### src/rtl/neuron_mac_stream.sv
// neuron_mac_stream: streaming fixed-point neuron (MAC + bias + activation).
// Define NEURON_RELU_EN for a ReLU output; otherwise the neuron is linear.
module neuron_mac_stream #(
  parameter int N_IN      = 3,
  parameter int DATA_W    = 12,
  parameter int WGT_W     = 12,
  parameter int ACC_W     = 32,
  parameter int OUT_W     = 24,
  parameter int OUT_SHIFT = 0,
  localparam int AW = (N_IN > 1) ? $clog2(N_IN) : 1
) (
  input  logic                    clk,
  input  logic                    rst,
  input  logic                    clr,
  input  logic                    wgt_we,
  input  logic [AW-1:0]           wgt_addr,
  input  logic signed [WGT_W-1:0] wgt_data,
  input  logic                    bias_we,
  input  logic signed [ACC_W-1:0] bias_data,
  input  logic                    in_valid,
  output logic                    in_ready,
  input  logic signed [DATA_W-1:0] in_data,
  output logic                    out_valid,
  input  logic                    out_ready,
  output logic signed [OUT_W-1:0] out_data,
  output logic                    busy
);

  localparam int PW = DATA_W + WGT_W;

  localparam logic signed [ACC_W-1:0] OMAX =
    {{(ACC_W-OUT_W+1){1'b0}}, {(OUT_W-1){1'b1}}};
  localparam logic signed [ACC_W-1:0] OMIN =
    {{(ACC_W-OUT_W+1){1'b1}}, {(OUT_W-1){1'b0}}};

  typedef enum logic [1:0] {
    S_ACC,
    S_FIN,
    S_OUT
  } state_t;

  state_t                  state;
  logic [AW-1:0]           idx;
  logic signed [ACC_W-1:0] acc;
  logic signed [ACC_W-1:0] bias;
  logic signed [WGT_W-1:0] w [N_IN];

  logic                    accept;
  logic                    last;
  logic signed [PW-1:0]    prod;
  logic signed [ACC_W-1:0] prod_x;
  logic signed [ACC_W-1:0] acc_base;
  logic signed [ACC_W-1:0] acc_sh;
  logic signed [ACC_W-1:0] sat;
  logic signed [OUT_W-1:0] act;

  assign in_ready = (state == S_ACC);
  assign busy     = (idx != '0) || (state != S_ACC);
  assign accept   = in_valid && in_ready;
  assign last     = (idx == AW'(N_IN - 1));

  assign prod     = PW'(in_data) * PW'(w[idx]);
  assign prod_x   = {{(ACC_W-PW){prod[PW-1]}}, prod};
  assign acc_base = (idx == '0) ? bias : acc;
  assign acc_sh   = acc >>> OUT_SHIFT;

  // Clamp the shifted sum into the signed output range, then activate.
  always_comb begin
    sat = acc_sh;
    if (acc_sh > OMAX) sat = OMAX;
    else if (acc_sh < OMIN) sat = OMIN;
`ifdef NEURON_RELU_EN
    act = sat[ACC_W-1] ? '0 : sat[OUT_W-1:0];
`else
    act = sat[OUT_W-1:0];
`endif
  end

  // Weight and bias register file; writes are ignored past the fan-in.
  always_ff @(posedge clk or negedge rst) begin
    if (!rst) begin
      for (int i = 0; i < N_IN; i++) w[i] <= '0;
      bias <= '0;
    end else begin
      if (wgt_we && (32'(wgt_addr) < N_IN))
        w[wgt_addr] <= wgt_data;
      if (bias_we)
        bias <= bias_data;
    end
  end

  // Accumulate / finalise / hand-off sequencer with registered outputs.
  always_ff @(posedge clk or negedge rst) begin
    if (!rst) begin
      state     <= S_ACC;
      idx       <= '0;
      acc       <= '0;
      out_valid <= 1'b0;
      out_data  <= '0;
    end else if (clr) begin
      state     <= S_ACC;
      idx       <= '0;
      out_valid <= 1'b0;
    end else begin
      case (state)
        S_ACC: begin
          if (accept) begin
            acc <= acc_base + prod_x;
            if (last) begin
              idx   <= '0;
              state <= S_FIN;
            end else begin
              idx <= idx + 1'b1;
            end
          end
        end
        S_FIN: begin
          out_data  <= act;
          out_valid <= 1'b1;
          state     <= S_OUT;
        end
        S_OUT: begin
          if (out_valid && out_ready) begin
            out_valid <= 1'b0;
            state     <= S_ACC;
          end
        end
        default: state <= S_ACC;
      endcase
    end
  end

endmodule

### config.mk
export PLATFORM = sky130hd
export DESIGN_NAME = neuron_mac_stream
export DESIGN_NICKNAME = d
export VERILOG_FILES = /design/src/rtl/neuron_mac_stream.sv
export SDC_FILE = /design/constraint.sdc
export NUM_CORES = 1
export LEC_CHECK = 0
export CAP_MARGIN = 20
export CORE_MARGIN = 10
export CORE_UTILIZATION = 35
export CTS_CLUSTER_SIZE = 28
export DETAILED_ROUTE_END_ITERATION = 10
export PLACE_DENSITY_LB_ADDON = 0.3
export SETUP_SLACK_MARGIN = 0.02
export SKIP_LAST_GASP = 1
export SLEW_MARGIN = 20
export SYNTH_ARGS = -nofsm -noshare
export SYNTH_HDL_FRONTEND = slang
export SYNTH_SLANG_ARGS = --single-unit
### constraint.sdc
create_clock -name clk -period 9.95 [get_ports clk]
set_input_delay 1.99 -clock clk [delete_from_list [all_inputs] [get_ports clk]]
set_output_delay 1.99 -clock clk [all_outputs]
set_load 0.005 [all_outputs]
==> impl_metrics.env, run 1 <==
export IMPL_r2r_cells=22
export IMPL_area_delta_synth_final_pct=16.7
export IMPL_cts_sinks=129
export IMPL_hold_path_startpoint="acc[0]"
export IMPL_grt_setup_unrepaired="no"
export IMPL_use_met3=0.0225
export IMPL_finalSetupViolCount=0
export IMPL_finalCritPeriodShare=0.819
export IMPL_grt_max_degree=81
export IMPL_ant_nets=0
export IMPL_coreArea_mm2=0.0365
export IMPL_fin_setup_tns_ps=0
export IMPL_yosysUniqueCellTypes=57
export IMPL_first_pass_iters=4
export IMPL_root_buffer="clkbuf_16"
export IMPL_crit_fanout=16
export IMPL_fmax_mhz=123
export IMPL_via_per_inst=4.98
export IMPL_fin_skew_ps=10.0
export IMPL_ys_seq_area_frac=0.250
export IMPL_grt_pass1_vias=9796
export IMPL_routed_wl_um=32000
export IMPL_antennaDiodeCount=0
export IMPL_met1_usage=0.172
export IMPL_status="completed"
export IMPL_synth_net_count=1597
export IMPL_fp_row_count=70
export IMPL_yosysWarnings=0
export IMPL_worstReg2RegEnd="acc[31]"
export IMPL_htree_levels=4
export IMPL_initial_core_util=0.353
export IMPL_maxCapViolCount=0
export IMPL_arrival_ps=8540
export IMPL_wl_per_cell_um=17.6
export IMPL_gr_total_overflow=0
export IMPL_via_count=9030
export IMPL_grt_usage=0.148
export IMPL_pin_count=92
export IMPL_syn_area_per_cell_um2=10.3
export IMPL_grt_use_met2=0.268
export IMPL_cts_buffers=17
export IMPL_dp_hpwl_um=25700
export IMPL_finalInstanceArea_mm2=0.0151
export IMPL_port_buffers=91
export IMPL_hold_viol=0
export IMPL_synth_main_ff_cell="dfrtp_1"
export IMPL_r2r_start="idx[1]"
export IMPL_cp_required_ps=10330
export IMPL_drt_iter0_markers=318
export IMPL_tritoncts="built"
export IMPL_mostFrequentLayoutCells="fa_1, inv_1, nand2_1"
export IMPL_layout_drive_gt1_share=0.106
export IMPL_synth_seq_cells=129
export IMPL_layout_cells_most_common="fa_1"
export IMPL_slew_headroom=0.337
export IMPL_synthArstFlopShare=1.00
export IMPL_grt_pass1_wl_um=52000
export IMPL_start_kind="primary input"
export IMPL_netlist_area_mm2=0.0129
export IMPL_synthCells=1254
export IMPL_clkTransAtPathRegs_ps=60
export IMPL_final_min_clock_period_ps=8150
export IMPL_drv_slew=0
export IMPL_reg2reg_slack_ps=2310
export IMPL_hold_class="reg2reg"
export IMPL_holdPathStages=2
export IMPL_synth_edff_count=0
export IMPL_gp_congestion=0.887
export IMPL_stdcell_count=1813
export IMPL_holdPathEnd="acc[0]"
export IMPL_cts_buffer_depth=2
export IMPL_insertion_delay_ps=440
export IMPL_dieWidth_um=212
export IMPL_critical_path_class="in2reg"
export IMPL_dp_cells=1780
export IMPL_end_kind="flip-flop"
export IMPL_drcViolationCount=0
export IMPL_die_h_um=212
export IMPL_busiest_layer="met2"
export IMPL_worst_slew_pin_slew_ps=994
export IMPL_cts_resized=0
export IMPL_antenna_found_initial=0
export IMPL_cts_setup_buffers=0
export IMPL_hold_buffers=0
export IMPL_nets=1675
export IMPL_place_area_mm2=0.0144
export IMPL_die_area_mm2=0.0450
synth_stat cells, types with 4 or more instances:
cell type | n | share of area
nor2_1 | 48 | 0.014
clkbuf_1 | 46 | 0.013
mux2i_1 | 40 | 0.031
o21ai_0 | 27 | 0.010
a21oi_1 | 50 | 0.019
dfrtp_1 | 129 | 0.25
a21o_1 | 8 | 0.0047
xor2_1 | 10 | 0.0068
ha_1 | 83 | 0.080
buf_1 | 6 | 0.0017
inv_1 | 181 | 0.053
fa_1 | 195 | 0.30
o21ai_1 | 13 | 0.0050
xnor2_1 | 12 | 0.0081
nand4_1 | 7 | 0.0034
o21a_1 | 4 | 0.0023
a22oi_1 | 4 | 0.0023
mux2_2 | 76 | 0.066
nand2_1 | 174 | 0.051
nor3_1 | 7 | 0.0027
nand3_1 | 12 | 0.0047
a31oi_1 | 4 | 0.0019
and2_1 | 59 | 0.029
cell families after synthesis:
kind of cell,synth area share
AOI/OAI and AO/OA,0.0659
xor gates and xnor gates,0.0149
adders and majority gates,0.383
buffers and inverters,0.0688
DFF,0.250
muxes,0.0973
and+or+nand+nor,0.120
routing by layer:
layer  up-vias  part of all wire  wire (um)
li1       4180                 -          -
met1      4671              0.40      12800
met3        37             0.032       1030
met5         -                 0          0
met2       142              0.54      17200
met4         0             0.027        862
final cells by class:
type,count,area (um^2)
inverters,182,683
clock buffers,21,470
flip-flops and latches,129,3230
well taps,468,586
repair buffers,113,1080
fillers,3521,21500
clock inverters,11,199
multi-input cells,889,8810
state kept, by name (all words and copies together) (netlist names):
register / cells
out_data: 24
idx: 2
w: 36
out_valid: 1
acc: 32
bias: 32
state: 2
worst max-delay path, cell delays in order:
cell             delay [ps]
clkdlybuf4s50_1         710
and2_1                  240
inv_1                    70
fa_1                   1110
fa_1                    570
fa_1                    500
fa_1                    540
inv_1                    50
fa_1                    430
ha_1                    280
ha_1                    350
a21o_1                  260
a311oi_4                390
inv_2                    70
a311o_1                 350
a21o_1                  170
or3_1                   370
nand3_1                  80
worst max path at each step:
stage | slack (ps) | depth (start not counted) | endpoint | from
after CTS | 1800 | 18 | acc[31] | in_data[11]
after global placement | 1430 | 18 | acc[31] | in_data[11]
after detailed placement | 1320 | 18 | acc[31] | in_data[11]
after floorplan | 2240 | 17 | acc[31] | in_data[11]
after global routing | 1510 | 18 | acc[30] | in_data[11]
final | 1800 | 18 | acc[31] | in_data[11]
metrics by stage:
| step | hold WS, ps | worst slack (ps) | util |
|---|---|---|---|
| after global routing | 517 | 1510 | 0.412 |
| after CTS | 508 | 1800 | 0.412 |
| after floorplan | 464 | 2240 | - |
| final | 502 | 1800 | 0.412 |
| after detailed placement | 492 | 1320 | 0.394 |
| after global placement | 488 | 1430 | 0.394 |
Power of run 1 is not shown: default switching activity piles up to over one toggle a cycle in this logic, so the estimate is an artifact.
==> run 2: changes to the inputs <==
==> constraint.sdc (replaced) <==
create_clock -name clk -period 7.21 [get_ports clk]
set_input_delay 1.442 -clock clk [delete_from_list [all_inputs] [get_ports clk]]
set_output_delay 1.442 -clock clk [all_outputs]
set_load 0.005 [all_outputs]
==> impl_metrics.env, run 2 (synthesis gave the netlist of run 1 again) <==
export IMPL_status="completed"
export IMPL_worstReg2RegEnd="acc[31]"
export IMPL_first_pass_iters=4
export IMPL_worst_slew_pin_slew_ps=1100
export IMPL_end_kind="flip-flop"
export IMPL_initial_core_util=0.353
export IMPL_grt_max_degree=78
export IMPL_critical_path_class="in2reg"
export IMPL_via_count=9273
export IMPL_cts_sinks=129
export IMPL_r2r_start="idx[1]"
export IMPL_finalCritPeriodShare=0.947
export IMPL_antennaDiodeCount=0
export IMPL_stdcell_count=1898
export IMPL_startpoint="in_data[11]"
export IMPL_gr_total_overflow=0
export IMPL_final_min_clock_period_ps=6830
export IMPL_fin_skew_ps=13.3
export IMPL_tritoncts="built"
export IMPL_maxCapViolCount=0
export IMPL_fp_row_count=70
export IMPL_hold_viol=0
export IMPL_die_h_um=212
export IMPL_hold_buffers=0
export IMPL_dieWidth_um=212
export IMPL_hold_class="reg2reg"
export IMPL_endpoint="acc[30]"
export IMPL_fmax_mhz=146
export IMPL_reg2reg_slack_ps=520
export IMPL_drcViolationCount=0
export IMPL_cts_setup_buffers=0
export IMPL_largestRegisters="w (36), acc (32), bias (32)"
export IMPL_arrival_ps=7160
export IMPL_die_area_mm2=0.0450
export IMPL_dp_cells=1865
export IMPL_cp_required_ps=7540
export IMPL_regMostFlops="w"
export IMPL_via_per_inst=4.89
export IMPL_clkTransAtPathRegs_ps=70
export IMPL_area_delta_synth_final_pct=21.7
export IMPL_layout_drive_gt1_share=0.160
export IMPL_finalSetupViolCount=0
export IMPL_grt_usage=0.155
export IMPL_crit_path_frequent_cell="fa_1"
export IMPL_coreArea_mm2=0.0365
export IMPL_pin_count=92
export IMPL_gp_congestion=0.880
export IMPL_grt_setup_unrepaired="no"
export IMPL_slowest_stage="fa_1"
export IMPL_r2r_cells=20
export IMPL_layout_cells_most_common="fa_1"
export IMPL_crit_fanout=15
export IMPL_cts_buffers=17
export IMPL_grt_pass1_vias=10300
export IMPL_timing_critical_path_cells="clkdlybuf4s50_1 -> buf_4 -> and2_1 -> inv_1 -> fa_1 -> buf_12 -> fa_1 -> inv_1 -> fa_1 -> fa_1 -> fa_1 -> ha_1 -> ha_1 -> buf_4 -> a21oi_1 -> o21ai_0 -> a22oi_1 -> nand3_1 -> a221oi_1 -> xor2_1 -> o21ai_1"
export IMPL_slowest_delay_ps=560
export IMPL_slew_headroom=0.266
export IMPL_routed_wl_um=32600
export IMPL_dp_hpwl_um=26700
export IMPL_ant_nets=0
export IMPL_wl_per_cell_um=17.2
export IMPL_grt_pass1_wl_um=54300
export IMPL_largest_register_ffs=36
export IMPL_drt_iter0_markers=439
export IMPL_htree_levels=4
export IMPL_port_buffers=91
export IMPL_nets=1760
export IMPL_cts_buffer_depth=2
export IMPL_drv_slew=0
export IMPL_insertion_delay_ps=450
export IMPL_antenna_found_initial=0
export IMPL_root_buffer="clkbuf_16"
export IMPL_start_kind="primary input"
export IMPL_mostFrequentLayoutCells="fa_1, inv_1, nand2_1"
## run 2: stage by stage
step / hold slack (ps) / cell area (um^2) / setup TNS, ps / util / worst slack, ps
2_1_floorplan: 464 / 12900 / 0 / - / 48.3
3_3_place_gp: 488 / 15100 / -23.3 / 0.412 / -15.5
3_5_place_dp: 494 / 15100 / -362 / 0.412 / -132
4_1_cts: 509 / 15700 / 0 / 0.429 / 194
5_1_grt: 513 / 15700 / 0 / 0.430 / 66.2
6_report: 505 / 15700 / 0 / 0.430 / 384
## run 2: routing by layer
layer / up-vias / track usage / wire [um]
met5: - / 0 / 0
met4: 0 / 0.0508 / 805
met3: 35 / 0.0267 / 980
met2: 112 / 0.279 / 17500
met1: 4782 / 0.183 / 13300
li1: 4344 / - / -
## run 2: critical path: cells and delay by family
family | cells | cell delay [ps]
XOR/XNOR | 1 | 190
adder cells (fa/ha/maj) | 7 | 2990
AO/OA/AOI/OAI | 5 | 1050
buffers and inverters | 6 | 1050
AND/OR/NAND/NOR | 2 | 410
## run 2: worst min-delay path by stage
| stage | slack (ps) | from | cells after the start | end |
|---|---|---|---|---|
| global placement | 490 | w[16] | 1 | w[16] |
| global route | 510 | w[29] | 1 | w[29] |
| finish | 500 | w[31] | 1 | w[31] |
| CTS | 510 | w[29] | 1 | w[29] |
| floorplan | 460 | acc[0] | 2 | acc[0] |
| detailed placement | 490 | w[29] | 1 | w[29] |
## run 2: area by class of cell
type | instances | area [um^2]
flip-flops and latches | 129 | 3230
multi-input cells | 889 | 8810
inverters | 182 | 683
clock inverters | 14 | 173
clock buffers | 18 | 439
well taps | 468 | 586
fillers | 3495 | 20800
repair buffers | 198 | 1790
## run 2: repair_timing
item                                   in CTS  in global routing
setup endpoints to repair                   0                  6
endpoints found under the hold margin       0                  0
resized for setup                           0                  2
Power of run 2 is left out for the same reason.
==> run 3: changes to the inputs <==
--- a/config.mk
+++ b/config.mk
@@ -10,6 +10,7 @@
 export CORE_UTILIZATION = 35
 export CTS_CLUSTER_SIZE = 28
 export DETAILED_ROUTE_END_ITERATION = 10
+export GPL_ROUTABILITY_DRIVEN = 0
 export PLACE_DENSITY_LB_ADDON = 0.3
 export SETUP_SLACK_MARGIN = 0.02
 export SKIP_LAST_GASP = 1
==> results of run 3 <==
No change in the layout: final DEF, timing and power equal those of run 2.
Power of run 3 is left out for the same reason.
